<file path="src/rtl/dsadc_seq.sv">
// Conversion sequencer for a 3.5-digit dual-slope ADC: auto-zero / integrate /
// de-integrate phase control, BCD result counting and latching, and digit scan-out.
module dsadc_seq #(
  parameter int unsigned AZ_LEN    = 4000,
  parameter int unsigned INT_LEN   = 4000,
  parameter int unsigned DEINT_LEN = 4000,
  parameter int unsigned UR_LIMIT  = 180,
  parameter int unsigned SCAN_LEN  = 16
) (
  input  logic        CP,
  input  logic        RB,
  input  logic        CMP,
  input  logic        DU,
  output logic        AZ,
  output logic        INTG,
  output logic        DEINT,
  output logic        EOC,
  output logic [15:0] DATA,
  output logic        POL,
  output logic        OR,
  output logic        UR,
  output logic [3:0]  DS,
  output logic [3:0]  Q
);

  localparam int unsigned PH_W   = 12;
  localparam int unsigned BCD_W  = 16;
  localparam int unsigned SCAN_W = (SCAN_LEN > 1) ? $clog2(SCAN_LEN) : 1;

  localparam logic [PH_W-1:0]   AZ_LAST   = PH_W'(AZ_LEN - 1);
  localparam logic [PH_W-1:0]   INT_LAST  = PH_W'(INT_LEN - 1);
  localparam logic [PH_W-1:0]   DEI_LAST  = PH_W'(DEINT_LEN - 1);
  localparam logic [PH_W-1:0]   UR_BIN    = PH_W'(UR_LIMIT);
  localparam logic [SCAN_W-1:0] SCAN_LAST = SCAN_W'(SCAN_LEN - 1);

  typedef enum logic [1:0] {
    S_AZ  = 2'd0,
    S_INT = 2'd1,
    S_DEI = 2'd2,
    S_EOC = 2'd3
  } state_t;

  state_t              r_state;
  state_t              w_state_nxt;
  logic [PH_W-1:0]     r_phase;
  logic [BCD_W-1:0]    r_bcd;
  logic                r_pol_cap;
  logic                r_force_or;
  logic [BCD_W-1:0]    r_data;
  logic                r_pol;
  logic                r_or;
  logic                r_ur;
  logic [SCAN_W-1:0]   r_scan_cnt;
  logic [3:0]          r_ds;

  logic                w_ph_clr;
  logic                w_ph_inc;
  logic                w_bcd_clr;
  logic                w_bcd_inc;
  logic                w_pol_cap;
  logic                w_force_or_set;
  logic                w_force_or_clr;
  logic                w_latch;
  logic [PH_W-1:0]     w_bin;
  logic                w_or;
  logic                w_ur;
  logic [3:0]          w_q;

  // Decimal increment across four BCD decades, rippling carry from units upward.
  function automatic logic [BCD_W-1:0] bcd_inc(input logic [BCD_W-1:0] v);
    logic [BCD_W-1:0] r;
    logic             c;
    r = v;
    c = 1'b1;
    for (int i = 0; i < 4; i++) begin
      if (c) begin
        if (r[4*i +: 4] == 4'd9) begin
          r[4*i +: 4] = 4'd0;
        end else begin
          r[4*i +: 4] = r[4*i +: 4] + 4'd1;
          c           = 1'b0;
        end
      end
    end
    return r;
  endfunction

  // Phase state register.
  always_ff @(posedge CP or negedge RB) begin
    if (!RB) begin
      r_state <= S_AZ;
    end else begin
      r_state <= w_state_nxt;
    end
  end

  // Next-state and datapath control.
  always_comb begin
    w_state_nxt    = r_state;
    w_ph_clr       = 1'b0;
    w_ph_inc       = 1'b0;
    w_bcd_clr      = 1'b0;
    w_bcd_inc      = 1'b0;
    w_pol_cap      = 1'b0;
    w_force_or_set = 1'b0;
    w_force_or_clr = 1'b0;
    w_latch        = 1'b0;
    case (r_state)
      S_AZ: begin
        if (r_phase == AZ_LAST) begin
          w_state_nxt = S_INT;
          w_ph_clr    = 1'b1;
        end else begin
          w_ph_inc    = 1'b1;
        end
      end
      S_INT: begin
        if (r_phase == INT_LAST) begin
          w_state_nxt = S_DEI;
          w_ph_clr    = 1'b1;
          w_bcd_clr   = 1'b1;
          w_pol_cap   = 1'b1;
        end else begin
          w_ph_inc    = 1'b1;
        end
      end
      S_DEI: begin
        // A zero crossing takes priority over the timeout on the same cycle.
        if (!CMP) begin
          w_state_nxt = S_EOC;
        end else begin
          w_bcd_inc = 1'b1;
          w_ph_inc  = 1'b1;
          if (r_phase == DEI_LAST) begin
            w_state_nxt    = S_EOC;
            w_force_or_set = 1'b1;
          end
        end
      end
      S_EOC: begin
        w_state_nxt    = S_AZ;
        w_ph_clr       = 1'b1;
        w_bcd_clr      = 1'b1;
        w_force_or_clr = 1'b1;
        w_latch        = DU;
      end
      default: begin
        w_state_nxt = S_AZ;
        w_ph_clr    = 1'b1;
        w_bcd_clr   = 1'b1;
      end
    endcase
  end

  // Phase counter.
  always_ff @(posedge CP or negedge RB) begin
    if (!RB) begin
      r_phase <= '0;
    end else if (w_ph_clr) begin
      r_phase <= '0;
    end else if (w_ph_inc) begin
      r_phase <= r_phase + PH_W'(1);
    end
  end

  // De-integrate BCD counter.
  always_ff @(posedge CP or negedge RB) begin
    if (!RB) begin
      r_bcd <= '0;
    end else if (w_bcd_clr) begin
      r_bcd <= '0;
    end else if (w_bcd_inc) begin
      r_bcd <= bcd_inc(r_bcd);
    end
  end

  // Polarity capture and timeout flag for the conversion in flight.
  always_ff @(posedge CP or negedge RB) begin
    if (!RB) begin
      r_pol_cap  <= 1'b0;
      r_force_or <= 1'b0;
    end else begin
      if (w_pol_cap) begin
        r_pol_cap <= CMP;
      end
      if (w_force_or_clr) begin
        r_force_or <= 1'b0;
      end else if (w_force_or_set) begin
        r_force_or <= 1'b1;
      end
    end
  end

  assign w_bin = PH_W'(r_bcd[15:12]) * PH_W'(1000)
               + PH_W'(r_bcd[11:8])  * PH_W'(100)
               + PH_W'(r_bcd[7:4])   * PH_W'(10)
               + PH_W'(r_bcd[3:0]);
  assign w_or  = (r_bcd[15:12] >= 4'd2) | r_force_or;
  assign w_ur  = (w_bin < UR_BIN) & ~w_or;

  // Result latch, updated only on an EOC cycle with display update enabled.
  always_ff @(posedge CP or negedge RB) begin
    if (!RB) begin
      r_data <= '0;
      r_pol  <= 1'b0;
      r_or   <= 1'b0;
      r_ur   <= 1'b0;
    end else if (w_latch) begin
      r_data <= r_bcd;
      r_pol  <= r_pol_cap;
      r_or   <= w_or;
      r_ur   <= w_ur;
    end
  end

  // Free-running digit scan.
  always_ff @(posedge CP or negedge RB) begin
    if (!RB) begin
      r_scan_cnt <= '0;
      r_ds       <= 4'b0001;
    end else if (r_scan_cnt == SCAN_LAST) begin
      r_scan_cnt <= '0;
      r_ds       <= {r_ds[2:0], r_ds[3]};
    end else begin
      r_scan_cnt <= r_scan_cnt + SCAN_W'(1);
    end
  end

  // Selected digit follows DATA immediately, including mid-strobe updates.
  always_comb begin
    w_q = 4'h0;
    case (r_ds)
      4'b0001: w_q = r_data[15:12];
      4'b0010: w_q = r_data[11:8];
      4'b0100: w_q = r_data[7:4];
      4'b1000: w_q = r_data[3:0];
      default: w_q = 4'h0;
    endcase
  end

  assign AZ    = (r_state == S_AZ);
  assign INTG  = (r_state == S_INT);
  assign DEINT = (r_state == S_DEI);
  assign EOC   = (r_state == S_EOC);
  assign DATA  = r_data;
  assign POL   = r_pol;
  assign OR    = r_or;
  assign UR    = r_ur;
  assign DS    = r_ds;
  assign Q     = w_q;

endmodule

</file>
<file path="config.mk">
export PLATFORM = sky130hd
export DESIGN_NAME = dsadc_seq
export DESIGN_NICKNAME = d
export VERILOG_FILES = /design/src/rtl/dsadc_seq.sv
export SDC_FILE = /design/constraint.sdc
export NUM_CORES = 1
export LEC_CHECK = 0
export ABC_AREA = 1
export CORE_MARGIN = 5
export CORE_UTILIZATION = 60
export CTS_CLUSTER_DIAMETER = 80
export CTS_CLUSTER_SIZE = 10
export DETAILED_ROUTE_END_ITERATION = 10
export GPL_TIMING_DRIVEN = 0
export PLACE_DENSITY = 0.82
export SLEW_MARGIN = 15
export SYNTH_ARGS = -nofsm -noshare
export SYNTH_HDL_FRONTEND = slang
export SYNTH_SLANG_ARGS = --single-unit
</file>
<file path="constraint.sdc">
create_clock -name CP -period 4.45 [get_ports CP]
set_input_delay 0.6675 -clock CP [delete_from_list [all_inputs] [get_ports CP]]
set_output_delay 0.6675 -clock CP [all_outputs]
set_load 0.01 [all_outputs]
</file>
==> metrics.yaml <==
timing:
  worst_slack_ps: 272
  holdWs_ps: 374
  setup_viol: 0
  worstMarginPinSlew_ps: 743
  slew_viol_final: 0
  fmax_mhz: 239
  setup_tns_ps: 0
  period_needed_ps: 4180
  relSlewSlack_pct: 50.5
  skew_ps: 14.2
  fin_crit_sh_pct: 93.9
  hold_viol_final: 0
routing:
  routed_wl_mm: 10.1
  drt_iter0_drc: 144
  drc: 0
  wl_per_cell_um: 14.6
  viasPerCell: 5.52
  drt-pass1-iter-count: 4
  antenna_left: 0
  via_count: 3834
setup_path:
  path_class: "register to register"
  reg2reg_slack_ps: 270
  critPathMaxStageDelay_ps: 550
  reg2reg_depth: 21
  crit_top_cell: "nand2_1"
  start_kind: "register"
  worstReg2RegStart: "r_bcd[15]$_DFFE_PN0P_"
  critPathCapture: "UR$_DFFE_PN0P_"
  arrival_ps: 4410
  cp_slowest_cell: "fa_2"
  cp_cell_sequence: "inv_1, fa_2, inv_1, fa_1, ha_4, nand2_1, o21ai_1, xor2_1, ha_1, ha_1, ha_1, nand2_1, inv_1, nand2_1, nand2_1, a21oi_1, inv_1, nand2_1, nand2_1, nand4_1, nand2_1"
  startpoint: "r_bcd[15]$_DFFE_PN0P_"
  worstSetupEndpointType: "register"
  worstPathRequired_ps: 4680
  cp_max_fo: 5
  rr_endpoint: "UR$_DFFE_PN0P_"
yosys:
  synth.yosys.warnings: 0
  syn_area_per_cell_um2: 8.43
  synth-async-reset-ratio_pct: 100
  synthesis.nets: 618
  synth-edff-count: 0
  synthDistinctLibCells: 40
  yosysTopAreaCell: "dfrtp_1"
  yosys-top-cells-count: "nand2_1, inv_1, dfrtp_1"
  synth_ff_type: "dfrtp_1"
  post-synth-top-count-cell: "nand2_1"
  syn_inst: 542
  ys_ff_latch: 59
  ys_seq_area_share_pct: 32.3
  synthTopCellsByArea: "dfrtp_1, ha_1, nand2_1"
  yosys.area.top_type_share_pct: 31.8
  synth.cell_area_um2: 4570
run_status:
  status: "complete, no violations"
grt:
  grt_max_degree: 60
  grt_first_pass_wirelength_mm: 17.4
  overflow: 0
  track_usage_pct: 22.1
  grt_pass1_vias: 3921
  antenna_found_initial: 0
placement:
  dpl_worst_slack_ps: -47.3
  globalplace.congestion: 0.889
  dp_cells: 675
  dpl.hpwl_mm: 7.76
  port_buffers: 34
clock_tree:
  clk_pin_slew_ps: 80
  numCtsBuffers: 9
  clkSinkCount: 59
  insertion_delay_ps: 340
  cts-htree-levels: 3
  cts_tree: "done"
  cts_buffer_depth: 2
  clockRootBuffer: "clkbuf_8"
min_path:
  min_path_type: "input port to asynchronous set/reset pin"
run:
  drv_cap: 0
pwr:
  ir_drop_mv: 0.250
  power.leakage_nw: 2.78
  p_per_area_nw_per_um2: 218
  totalPowerFinal_w: 0.00116
cells_and_area:
  drive_gt1_share_pct: 10.1
  antennaDiodeCount: 0
  fin_nets: 666
  final_cell_count_no_fill: 694
  syn_to_final_growth_pct: 16.7
  n_fill_cell: 552
  register_area_um2: 1480
  multi_input_area_um2: 2740
floorplanning:
  rows: 31
  die-area_um2: 9460
  core_um2: 7330
  initial_utilization_pct: 62.3
  fp.dieH_um: 97.3
  io_pins: 35
  die_width_um: 97.3
final cells by class:
type,count,area share (%)
repair buffers,37,6.76
clock inverters,6,2.11
plain buffers,8,1.03
multi-input cells,389,51.4
flip-flops and latches,59,27.7
inverters,86,6.05
well taps,99,2.32
clock buffers,10,2.58
how the worst min path moves through the flow:
stage                                    to  cells past startpoint                    start
floorplan               DATA[0]$_DFFE_PN0P_                      0                       RB
global placement    r_scan_cnt[3]$_DFF_PN0_                      1  r_scan_cnt[3]$_DFF_PN0_
detailed placement           UR$_DFFE_PN0P_                      2           UR$_DFFE_PN0P_
CTS                   r_bcd[11]$_DFFE_PN0P_                      1                       RB
global route           DATA[11]$_DFFE_PN0P_                      1                       RB
finish                r_bcd[11]$_DFFE_PN0P_                      1                       RB
layer usage:
layer / share of wire, % / track usage [%] / vias to the layer above
met3: 6.2 / 6.89 / 11
met4: 0.71 / 5.43 / 0
met1: 43 / 27.2 / 1822
met2: 50 / 37.9 / 105
met5: 0 / 0 / -
li1: - / - / 1896
what timing repair did:
action,CTS,global route
pin swaps,0,1
hold buffers,0,0
setup buffers,0,3
setup endpoints to repair,1,1
hold endpoints to repair,0,0
cloned,0,0
resized for setup,1,6
metrics by stage:
step | cell area (um^2) | util, %
global route | 5330 | 72.8
global placement | 5030 | 68.7
finish | 5330 | 72.8
detailed placement | 5030 | 68.6
floorplan | 4570 | -
CTS | 5280 | 72.1
cells in the final DEF (no fill, tap or decap), drive strengths merged:
| master | Yosys | final |
|---|---|---|
| nand3 | 56 | 56 |
| dfrtp | 58 | 58 |
| xor2 | 19 | 19 |
| bufinv | 0 | 3 |
| nor4 | 3 | 3 |
| ha | 56 | 56 |
| o2111ai | 4 | 4 |
| clkbuf | 3 | 13 |
| o31a | 1 | 1 |
| nand3b | 1 | 1 |
| a31o | 1 | 1 |
| inv | 86 | 86 |
| a21boi | 1 | 1 |
| a21oi | 14 | 14 |
| xnor2 | 5 | 5 |
| nand2 | 111 | 111 |
| dfstp | 1 | 1 |
| o21a | 1 | 1 |
| clkdlybuf4s50 | 0 | 33 |
| fa | 16 | 16 |
| nor3 | 8 | 8 |
| o221ai | 1 | 1 |
| o22ai | 3 | 3 |
| o21ai | 33 | 33 |
| mux2i | 1 | 1 |
| buf | 5 | 9 |
| mux2 | 4 | 4 |
| o311ai | 2 | 2 |
| clkinv | 0 | 3 |
| nor2 | 25 | 25 |
| nand4 | 22 | 22 |
| or2 | 1 | 1 |
power by group:
part	internal [W]	leakage, nW	switching [W]	total [W]
clock network	0.000388	0.126	0.000226	0.000614
logic	0.00000244	1.86	0.0000107	0.0000132
registers	0.000537	0.798	0.000000275	0.000537
total	0.000927	2.78	0.000237	0.00116
kinds of logic after synthesis:
kind of cell / after synthesis / share of synthesized area [%]
AND/OR/NAND/NOR: 227 / 23.5
buffers and inverters: 94 / 8.27
adder cells (fa/ha/maj): 72 / 22.3
AO/OA/AOI/OAI: 61 / 7.77
flip-flops: 59 / 32.3
XOR/XNOR: 24 / 4.60
multiplexers: 5 / 1.20
flip-flops by register name, indices dropped and copies added, names as in the netlist:
| signal | flops |
|---|---|
| r_phase | 12 |
| r_force_or | 1 |
| DATA | 16 |
| r_state | 2 |
| OR | 1 |
| r_scan_cnt | 4 |
| POL | 1 |
| r_bcd | 16 |
| UR | 1 |
| DS | 4 |
| r_pol_cap | 1 |
critical path: cells and delay by family, from the launching register on:
family / cells / cell delay (ps)
buffers and inverters: 4 / 310
adders and majority gates: 6 / 2280
and+or+nand+nor: 8 / 550
xor gates and xnor gates: 1 / 170
DFF: 1 / 450
AOI/OAI and AO/OA: 2 / 300
(Power assumes the default switching activity.)
